===== config.mk =====
export PLATFORM = sky130hd
export DESIGN_NAME = decimal_key_debouncer
export DESIGN_NICKNAME = d
export VERILOG_FILES = /design/src/rtl/decimal_key_debouncer.sv
export SDC_FILE = /design/constraint.sdc
export NUM_CORES = 1
export LEC_CHECK = 0
export ABC_AREA = 1
export CORE_MARGIN = 2
export CORE_UTILIZATION = 36
export DETAILED_ROUTE_END_ITERATION = 8
export GPL_ROUTABILITY_DRIVEN = 1
export SETUP_SLACK_MARGIN = 0.05
export SYNTH_ARGS = -nofsm -noshare
export SYNTH_HDL_FRONTEND = slang
export SYNTH_SLANG_ARGS = --single-unit
export TNS_END_PERCENT = 30

===== constraint.sdc =====
create_clock -name clk -period 3.02 [get_ports clk]
set_clock_uncertainty 0.1 [all_clocks]
set_input_delay 0.604 -clock clk [delete_from_list [all_inputs] [get_ports clk]]
set_output_delay 0.604 -clock clk [all_outputs]
set_load 0.02 [all_outputs]

===== src/rtl/decimal_key_debouncer.sv =====
// Decimal keypad debouncer: two-flop synchronizer, zero/one-hot/multi
// classification and a four-state debounce FSM producing a registered
// one-hot key code with press and multi-key event pulses.
module decimal_key_debouncer #(
  parameter int DEBOUNCE_CYCLES = 4
) (
  input  logic       clk,
  input  logic       rst_n,
  input  logic [9:0] key_raw,
  output logic [9:0] key_onehot,
  output logic       key_valid,
  output logic       key_held,
  output logic       multi_err
);

  localparam logic [15:0] CNT_LAST = 16'(DEBOUNCE_CYCLES - 1);

  typedef enum logic [1:0] {
    IDLE     = 2'd0,
    DEBOUNCE = 2'd1,
    PRESSED  = 2'd2,
    RELEASE  = 2'd3
  } state_t;

  // Synchronizer stages
  logic [9:0]  sync1_reg;
  logic [9:0]  sync2_reg;
  logic [9:0]  key_sync;

  // FSM state and datapath
  state_t      state_reg, state_next;
  logic [9:0]  cand_reg, cand_next;
  logic [15:0] cnt_reg, cnt_next;

  // Registered outputs
  logic [9:0]  onehot_reg, onehot_next;
  logic        valid_reg, valid_next;
  logic        held_reg, held_next;
  logic        multi_reg, multi_next;
  // Remembers that the current multi-key pattern was already reported
  logic        multi_seen_reg, multi_seen_next;

  // Classification of the synchronized key lines
  logic        is_zero;
  logic        is_onehot;
  logic        is_multi;
  logic        match_cand;
  logic        cnt_done;
  logic        accept;
  logic        release_done;

  assign key_sync = sync2_reg;

  // Clearing the lowest set bit leaves zero only when at most one bit is set
  assign is_zero    = (key_sync == 10'd0);
  assign is_onehot  = !is_zero && ((key_sync & (key_sync - 10'd1)) == 10'd0);
  assign is_multi   = !is_zero && !is_onehot;
  assign match_cand = (key_sync == cand_reg);
  assign cnt_done   = (cnt_reg == CNT_LAST);

  assign accept       = (state_reg == DEBOUNCE) && match_cand && cnt_done;
  assign release_done = (state_reg == RELEASE) && is_zero && cnt_done;

  // Two-flop synchronizer for the asynchronous key lines
  always_ff @(posedge clk or negedge rst_n) begin
    if (!rst_n) begin
      sync1_reg <= 10'd0;
      sync2_reg <= 10'd0;
    end else begin
      sync1_reg <= key_raw;
      sync2_reg <= sync1_reg;
    end
  end

  // State, datapath and output registers
  always_ff @(posedge clk or negedge rst_n) begin
    if (!rst_n) begin
      state_reg      <= IDLE;
      cand_reg       <= 10'd0;
      cnt_reg        <= 16'd0;
      onehot_reg     <= 10'd0;
      valid_reg      <= 1'b0;
      held_reg       <= 1'b0;
      multi_reg      <= 1'b0;
      multi_seen_reg <= 1'b0;
    end else begin
      state_reg      <= state_next;
      cand_reg       <= cand_next;
      cnt_reg        <= cnt_next;
      onehot_reg     <= onehot_next;
      valid_reg      <= valid_next;
      held_reg       <= held_next;
      multi_reg      <= multi_next;
      multi_seen_reg <= multi_seen_next;
    end
  end

  // Next-state, candidate and counter logic
  always_comb begin
    state_next = state_reg;
    cand_next  = cand_reg;
    cnt_next   = cnt_reg;
    case (state_reg)
      IDLE: begin
        if (is_onehot) begin
          cand_next  = key_sync;
          cnt_next   = 16'd0;
          state_next = DEBOUNCE;
        end
      end
      DEBOUNCE: begin
        if (match_cand) begin
          if (cnt_done) begin
            cnt_next   = 16'd0;
            state_next = PRESSED;
          end else begin
            cnt_next = cnt_reg + 16'd1;
          end
        end else begin
          cnt_next   = 16'd0;
          state_next = IDLE;
        end
      end
      PRESSED: begin
        // Added or changed keys while held are ignored until full release
        if (is_zero) begin
          cnt_next   = 16'd0;
          state_next = RELEASE;
        end
      end
      RELEASE: begin
        if (is_zero) begin
          if (cnt_done) begin
            cnt_next   = 16'd0;
            cand_next  = 10'd0;
            state_next = IDLE;
          end else begin
            cnt_next = cnt_reg + 16'd1;
          end
        end else begin
          cnt_next   = 16'd0;
          state_next = PRESSED;
        end
      end
      default: begin
        cnt_next   = 16'd0;
        state_next = IDLE;
      end
    endcase
  end

  // Next values of the registered outputs
  always_comb begin
    onehot_next     = onehot_reg;
    valid_next      = 1'b0;
    held_next       = held_reg;
    multi_next      = 1'b0;
    multi_seen_next = is_multi;
    if (accept) begin
      onehot_next = cand_reg;
      valid_next  = 1'b1;
      held_next   = 1'b1;
    end else if (release_done) begin
      onehot_next = 10'd0;
      held_next   = 1'b0;
    end
    // Report a multi-key pattern once, not on every cycle it stays present
    if ((state_reg == IDLE) && is_multi && !multi_seen_reg) begin
      multi_next = 1'b1;
    end
  end

  assign key_onehot = onehot_reg;
  assign key_valid  = valid_reg;
  assign key_held   = held_reg;
  assign multi_err  = multi_reg;

endmodule


* After elaboration in Yosys (flattened, before gate mapping)
Cells that the tools add are included.
** Operators by class
- Multipliers :: 0
- Add/subtract/negate cells :: 2
- Divide/modulo/power cells :: 0
- Mux-type cells :: 23
- Reduce and logical (&&, ||, !) cells :: 19
- Shifts and indexed selects :: 0
- Bitwise operators :: 1
- $lt $le $gt $ge :: 0
- Equality and inequality tests :: 11
** Operators with widths (count)
- $mux 16 :: 5
- $pmux 16 s4 :: 1
- $mux 10 :: 5
- $logic_not 10->1 :: 2
- $pmux 10 s2 :: 1
- $add 16x1->16 const B :: 1
- $eq 16x2->1 const B :: 1
- $mux 2 :: 6
- $and 10x10->10 :: 1
- $eq 10x10->1 :: 1
- $sub 10x1->10 const B :: 1
- $logic_and 1x1->1 :: 8
- $ne 2x2->1 const B :: 4
- $pmux 2 s4 :: 1
- $reduce_and 4->1 :: 2
- $ne 3x3->1 const B :: 2
- $eq 2x2->1 const B :: 2
- $mux 1 :: 4
- $reduce_bool 2->1 :: 2
- $logic_not 1->1 :: 3
- $eq 2x1->1 const B :: 1
- $logic_not 2->1 :: 1
- $reduce_and 2->1 :: 1
** Storage, ports and cells
- Memories :: 0
- Output and inout bits :: 13
- Input port bits :: 12
- Logic and storage cells :: 66
- Register bits after elaboration :: 62
- Bits in latches :: 0
- Memory bits (read-only) :: 0
- RAM bits :: 0

* Depth between registers and ports, before layout
Gate-level depths: netlist (run 1).
- Word-level depth :: 9
- Gate-level depth with buffers :: 11
- Mapped depth without buffers :: 11

* Worst setup path before layout (run 1)
No wires, ideal clock.
- Kind :: register to register
- Start :: reg cnt_reg[0]
- End :: reg cnt_reg[10]
- Arrival :: 1.480 ns
- Period minus slack after synthesis :: 1.701 ns
- Slack :: 1.319 ns
- Cell stages (with the launch flop) :: 10
- Cell sequence :: dfrtp_1 ha_1 nand3_1 nor2_2 nand2_1 nor2_2 xor2_1 nor2_1 a21oi_1 nand2_1
** On the way
- Word-level cells in the longest chain between the ends :: 4
- Elaborated cells on any way between the ends :: 6
- Classes of those cells :: 1 x add/sub; 1 x eq/ne; 4 x mux
** Ends and longest elaborated chain
- start: declaration :: RTL line 33 : logic [15:0] cnt_reg, cnt_next;
- start signal: assignment :: RTL line 89 : cnt_reg <= cnt_next;
- $add 16x1->16 / $eq 16x2->1 (equally long branches) :: RTL line 117, 138, 59
- $mux 16 * :: RTL line 113, 133
- $mux 16 (on tied branches) :: RTL line 132, 112
- $pmux 16 s4 * :: RTL line 103 : case (state_reg)
Mark *: on every way between the ends. The rest lies on a longest branch, timed or not.
A chain may end at the register's enable or synchronous reset.

* Worst setup path in the final report (run 1)
- Start :: reg state_reg[1]
- End :: reg cand_reg[4]
** On the way
- Word-level cells in the longest chain between the ends :: 3
- Elaborated cells on any way between the ends :: 8
- Classes of those cells :: 4 x eq/ne; 1 x mux; 3 x reduce/logical
** Ends and longest elaborated chain
- start: declaration :: RTL line 31 : state_t state_reg, state_next;
- start signal: assignment :: RTL line 87 : state_reg <= state_next;
- $eq 2x2->1 / $logic_not 2->1 (equally long branches) :: RTL line 103
- $ne 2x2->1 (no line) / $reduce_bool 2->1 (equally long branches)
- $reduce_and 4->1 (no line)
- end signal: assignment :: RTL line 88 : cand_reg <= cand_next;
- end: declaration :: RTL line 32 : logic [9:0] cand_reg, cand_next;
Several ways; a longest one is shown, not always the timed one.

==> results.cfg, run 1 <==
[status]
status = completed

[clocking]
htreeDepth = 3
clock_sinks = 62
cts_made_buffers = 9
tritoncts = built
clk_path_buf_depth = 2
clkTransAtPathRegs_ns = 0.07
cts_setup_buffers = 0
clk_latency_ns = 0.34
cts_resized = 0
hold_buffers = 0
cts-root-buf = clkbuf_8

[sta]
setup_viol = 0
relSlewSlack_pct = 56.03
whs_ns = 0.1857
drv_slew = 0
final_hold_viol_count = 0
clock.fmax_ghz = 0.4746
fin_tns_setup_ns = 0
fin_crit_sh_pct = 69.77
setup_ws_ns = 0.9131
rsz0062_at_grt = no
min_period_ns = 2.107
tightestPinTransition_ns = 0.6595

[layout]
fin_nets = 446
ff_latch_area_um2 = 1551
area_growth_pct = 18.02
fill_cells = 813
layout-drive-gt1-share_pct = 8.219
largest_reg_flops = 16
antennaDiodeCount = 0
multiInputGateArea_um2 = 1350
finish.instance_area_um2 = 3664

[logic_synthesis]
ys_warn_count = 0
netlist_area_um2 = 3104
ys_seq_area_share_pct = 49.98
yosys_register_bits = 62
synth_cells = 401
synthesis.nets = 414
syn_area_per_cell_um2 = 7.741
synth.distinct_cells = 29

[global_routing]
use_met1_pct = 19.15
grt_max_degree = 35
grt-ovfl-total = 0
grtUsageMet2_pct = 20.94
top_usage_layer = met2
grt_pass1_vias = 2325
antenna_found_initial = 0
grt_pass1_wl_um = 10640
grt_usage_pct = 13.87
met3_usage_pct = 2.673

[detailed_routing]
totalWireLength_um = 6147
drtIter0Drc = 157
avgRoutedWirePerCell_um = 11.32
ant_nets = 0
drt_drc_violations_left = 0
vias = 2494
via_per_inst = 4.593
first_pass_iters = 4

[pwr]
power_uw = 2101
swShare_pct = 31.49
ir_worst_vdd_mv = 0.2359
clkPwrFrac_pct = 35.3
seqPwrFrac_pct = 46.9
combPwrFrac_pct = 17.8
leakage_uw = 0.001798
power.internal_uw = 1439
switchingPower_uw = 661.6
pwr_density_cell_nw_per_um2 = 573.5

[placed_design]
place_area_um2 = 3457
pre_cts_ws_ns = 0.9075
io_buffer_count = 24
place.detailed.hpwl_um = 4654
gp_congestion = 0.9021

[worst_setup_path]
worst-path-max-fanout = 13
crit_arrival_ns = 2.24
end_kind = flip-flop
worst-setup-path-type = flip-flop to flip-flop
worstReg2RegStart = state_reg[1]
ff2ff_path_depth = 7
required_ns = 3.15
r2r_slack_ns = 0.91
worst_setup_path_start_kind = flip-flop
r2r-end = cand_reg[4]

[floorplan]
io-pin-count = 25
start_util_pct = 37.40
row_count = 33
die_width_um = 96.86
die_area_um2 = 9382
core_um2 = 8299
die_h_um = 96.86

[job]
drv_cap = 0

[hold_path]
hold_class = input port to async pin
## power by group through the flow
stage,combinational (µW),sequential (µW),clock (µW)
final,374,985,742
after global routing,434,996,797
after CTS,376,984,763
after detailed placement,375,1000,0
after global placement,370,1000,0
after floorplan,297,978,0
## cells in the final DEF, fill, tap and decap left out, drive strengths merged
cell type / netlist / routed
a21oi: 4 / 4
dfrtp: 62 / 62
nand2: 149 / 149
o21ai: 15 / 15
clkinvlp: 0 / 1
nor3b: 1 / 1
nand4: 12 / 12
nor3: 6 / 6
nor2: 52 / 52
nand3: 32 / 32
nor4: 2 / 2
nand3b: 1 / 1
bufinv: 0 / 1
ha: 1 / 1
clkdlybuf4s50: 0 / 23
clkinv: 0 / 3
xnor2: 1 / 1
or2: 2 / 2
inv: 45 / 46
xor2: 12 / 12
clkbuf: 1 / 10
buf: 3 / 2
## critical path, stage by stage, from the launching register on
cell,delay [ns]
dfrtp_1,0.53
nand2_1,0.22
inv_1,0.37
nand3_2,0.17
o21ai_2,0.22
nand2_2,0.23
nand2_1,0.11
nand2_1,0.05
## logic make-up (layout without fill, tap and decap cells)
family | count (synthesis) | in the layout | share of synthesized area (%)
AO/OA/AOI/OAI | 19 | 19 | 3.184
adder cells (fa/ha/maj) | 1 | 1 | 0.4030
flip-flops | 62 | 62 | 49.98
AND/OR/NAND/NOR | 257 | 257 | 36.24
buffers and inverters | 49 | 86 | 6.529
XOR/XNOR | 13 | 13 | 3.668
## Yosys cell counts
cell,number,share of area (%)
a21oi_1,4,0.64
buf_4,1,0.24
buf_6,2,0.73
clkbuf_1,1,0.12
dfrtp_1,62,50
ha_1,1,0.40
inv_1,42,5.1
inv_2,3,0.36
nand2_1,144,17
nand2_2,4,0.81
nand2_4,1,0.36
nand3_1,29,4.7
nand3_2,3,0.97
nand3b_1,1,0.24
nand4_1,12,2.4
nor2_1,47,5.7
nor2_2,2,0.40
nor2_4,3,1.1
nor3_1,5,0.81
nor3_2,1,0.32
nor3b_1,1,0.24
nor4_1,2,0.40
o21ai_0,13,2.1
o21ai_1,1,0.16
o21ai_2,1,0.28
or2_0,1,0.20
or2_1,1,0.20
xnor2_1,1,0.28
xor2_1,12,3.4
## worst max path at each step
stage                      start  slack (ns)     endpoint
floorplan             cnt_reg[0]        1.32  cnt_reg[10]
global placement     key_sync[4]        0.94  cand_reg[0]
detailed placement   key_sync[2]        0.91  cand_reg[4]
CTS                  key_sync[2]        0.89  cand_reg[4]
global route         key_sync[2]        0.67  cand_reg[9]
finish              state_reg[1]        0.91  cand_reg[4]
## metal layers
layer | part of all wire (%) | vias up
li1 | - | 1318
met1 | 51 | 1123
met2 | 44 | 43
met3 | 3.6 | 10
met4 | 1.8 | 0
met5 | 0 | -
## per-stage QoR
step / util (%) / std cells
2_1_floorplan: - / 401
3_3_place_gp: 41.66 / 527
3_5_place_dp: 41.66 / 527
4_1_cts: 44.14 / 543
5_1_grt: 44.14 / 543
6_report: 44.14 / 543
## final cells by class
cell class / instances / share of cell area (%)
inverter: 45 / 4.611
clock inverter: 6 / 1.878
timing repair buffer: 25 / 6.967
tap: 105 / 3.586
sequential: 62 / 42.35
clock buffer: 10 / 3.757
multi-input combinational: 290 / 36.85
Power figures use the tool's default switching activity.
==> run 2, diff against run 1 <==
==> constraint.sdc (replaced) <==
create_clock -name clk -period 1.9 [get_ports clk]
set_clock_uncertainty 0.1 [all_clocks]
set_input_delay 0.38 -clock clk [delete_from_list [all_inputs] [get_ports clk]]
set_output_delay 0.38 -clock clk [all_outputs]
set_load 0.02 [all_outputs]
==> run 2 against run 1 <==
First-iteration DRC count grew 9.6%. Non-clock buffer count grew 10. Fmax grew 15%. Final area grew 2.9%. Flip-flop and latch count is the same. Total power grew 54%. Die area is the same. Largest power group unchanged. Register-to-register slack lost 0.84 ns. Wire length grew 7.0%. Sequential share of layout area shrank 1.1 points. Final cell count grew 1.5%.
==> results.cfg, run 2 (same netlist as run 1, synthesis figures left out) <==
[clocking]
clock_sinks = 62
clk_latency_ns = 0.35
cts_made_buffers = 9
htreeDepth = 3
cts-root-buf = clkbuf_8
clk_path_buf_depth = 2
tritoncts = built
clkTransAtPathRegs_ns = 0.08

[floorplan]
core_um2 = 8299
start_util_pct = 37.40
die_h_um = 96.86
row_count = 33
die_width_um = 96.86
io-pin-count = 25
die_area_um2 = 9382

[worst_setup_path]
worst-path-max-fanout = 17
ff2ff_path_depth = 10
r2r-end = cnt_reg[4]
r2r_slack_ns = 0.07
worstReg2RegStart = key_sync[1]
crit_arrival_ns = 1.96
end_kind = flip-flop
worst-setup-path-type = flip-flop to flip-flop
required_ns = 2.03
worst_setup_path_start_kind = flip-flop

[layout]
stdcell_count = 551
largest_reg_flops = 16
layout-drive-gt1-share_pct = 12.78
final_cell_mix = nand2_1 (144), dfrtp_1 (59), inv_1 (42)
antennaDiodeCount = 0
fin_nets = 456
area_growth_pct = 21.40
layout_commonest_cell = nand2_1

[placed_design]
io_buffer_count = 24
place.detailed.hpwl_um = 4654
gp_congestion = 0.9291
dp.cells = 534

[sta]
rsz0062_at_grt = yes
clock.fmax_ghz = 0.5472
setup_viol = 0
relSlewSlack_pct = 77.89
fin_tns_setup_ns = 0
final_hold_viol_count = 0
drv_slew = 0
min_period_ns = 1.827
tightestPinTransition_ns = 0.3316
fin_crit_sh_pct = 96.18

[detailed_routing]
avgRoutedWirePerCell_um = 11.94
via_per_inst = 4.793
vias = 2641
drtIter0Drc = 172
totalWireLength_um = 6580
first_pass_iters = 4
drt_drc_violations_left = 0
ant_nets = 0

[global_routing]
grt_pass1_wl_um = 11390
use_met1_pct = 20.71
grt_usage_pct = 15.06
grt_max_degree = 63
top_usage_layer = met2
met3_usage_pct = 3.324
antenna_found_initial = 0
grtUsageMet2_pct = 22.38
grt-ovfl-total = 0
grt_pass1_vias = 2481

[status]
status = completed

[pwr]
ir_worst_vdd_mv = 0.3465
leakage_uw = 0.001832
pwr_density_cell_nw_per_um2 = 860.8

[hold_path]
worstHoldStart = sync1_reg[1]
hold-path-cell-count = 0
hold_end = key_sync[1]
hold_class = flip-flop to flip-flop

[job]
drv_cap = 0
## run 2: changes by cell type in the layout (fill, tap and decap cells not counted), moves of 3 or more
cell     before  now
nor2_1       47   40
dfrtp_1      62   59
nor2_2        2    9
buf_4         0    7
dfrtp_2       0    3
## run 2: cell type report
class                           count  area [µm²]
Timing Repair Buffer               35       340.3
Tap cell                          105       131.4
Clock buffer                       10       137.6
Multi-Input combinational cell    290        1408
Sequential cell                    62        1555
Clock inverter                      4       25.02
Inverter                           45       171.4
Fill cell                         811        4531
## run 2: how the worst max path moves through the flow
stage	startpoint	endpoint	slack (ns)
global route	key_sync[1]	cnt_reg[11]	-0.06
floorplan	cnt_reg[0]	cnt_reg[10]	0.20
CTS	key_sync[4]	cand_reg[1]	0.07
global placement	cnt_reg[1]	cnt_reg[10]	0.11
finish	key_sync[1]	cnt_reg[4]	0.07
detailed placement	cnt_reg[1]	cnt_reg[10]	0.04
## run 2: metal layers
metal / up-vias / part of all wire [%]
li1: 1344 / -
met1: 1216 / 49
met2: 65 / 44
met3: 16 / 4.5
met4: 0 / 2.9
met5: - / 0
## run 2: what timing repair did
action | CTS | global route
buffers inserted | 1 | 1
endpoints found under the setup margin | 1 | 38
endpoints found under the hold margin | 62 | 0
resized for setup | 1 | 20
hold buffers | 1 | 0
pin swaps | 0 | 3
## run 2: worst max-delay path, stage by stage (launching register included)
cell     delay (ns)
dfrtp_2        0.46
nor2_4         0.17
nand2_1        0.07
o21ai_1        0.15
nand2_1        0.08
nor2_2         0.10
nand4_1        0.16
nand2_4        0.17
nand2_8        0.11
nand2_1        0.08
nand2_1        0.05
## run 2: report_power, final
part | internal, µW | switching, µW
clock | 488 | 508
sequential | 1450 | 115
combinational | 246 | 441
## run 2: metrics by stage
step	setup slack, ns	instance area [µm²]	utilization (%)	power [µW]	hold WS (ns)
after global placement	0.1087	3510	42.29	2210	0.2331
final	0.07260	3769	45.41	3244	0.2474
after CTS	0.06597	3692	44.49	3229	0.2493
after floorplan	0.1995	3104	-	2025	-0.01559
after detailed placement	0.04029	3510	42.29	2219	0.2347
after global routing	-0.06432	3769	45.41	3448	0.2539
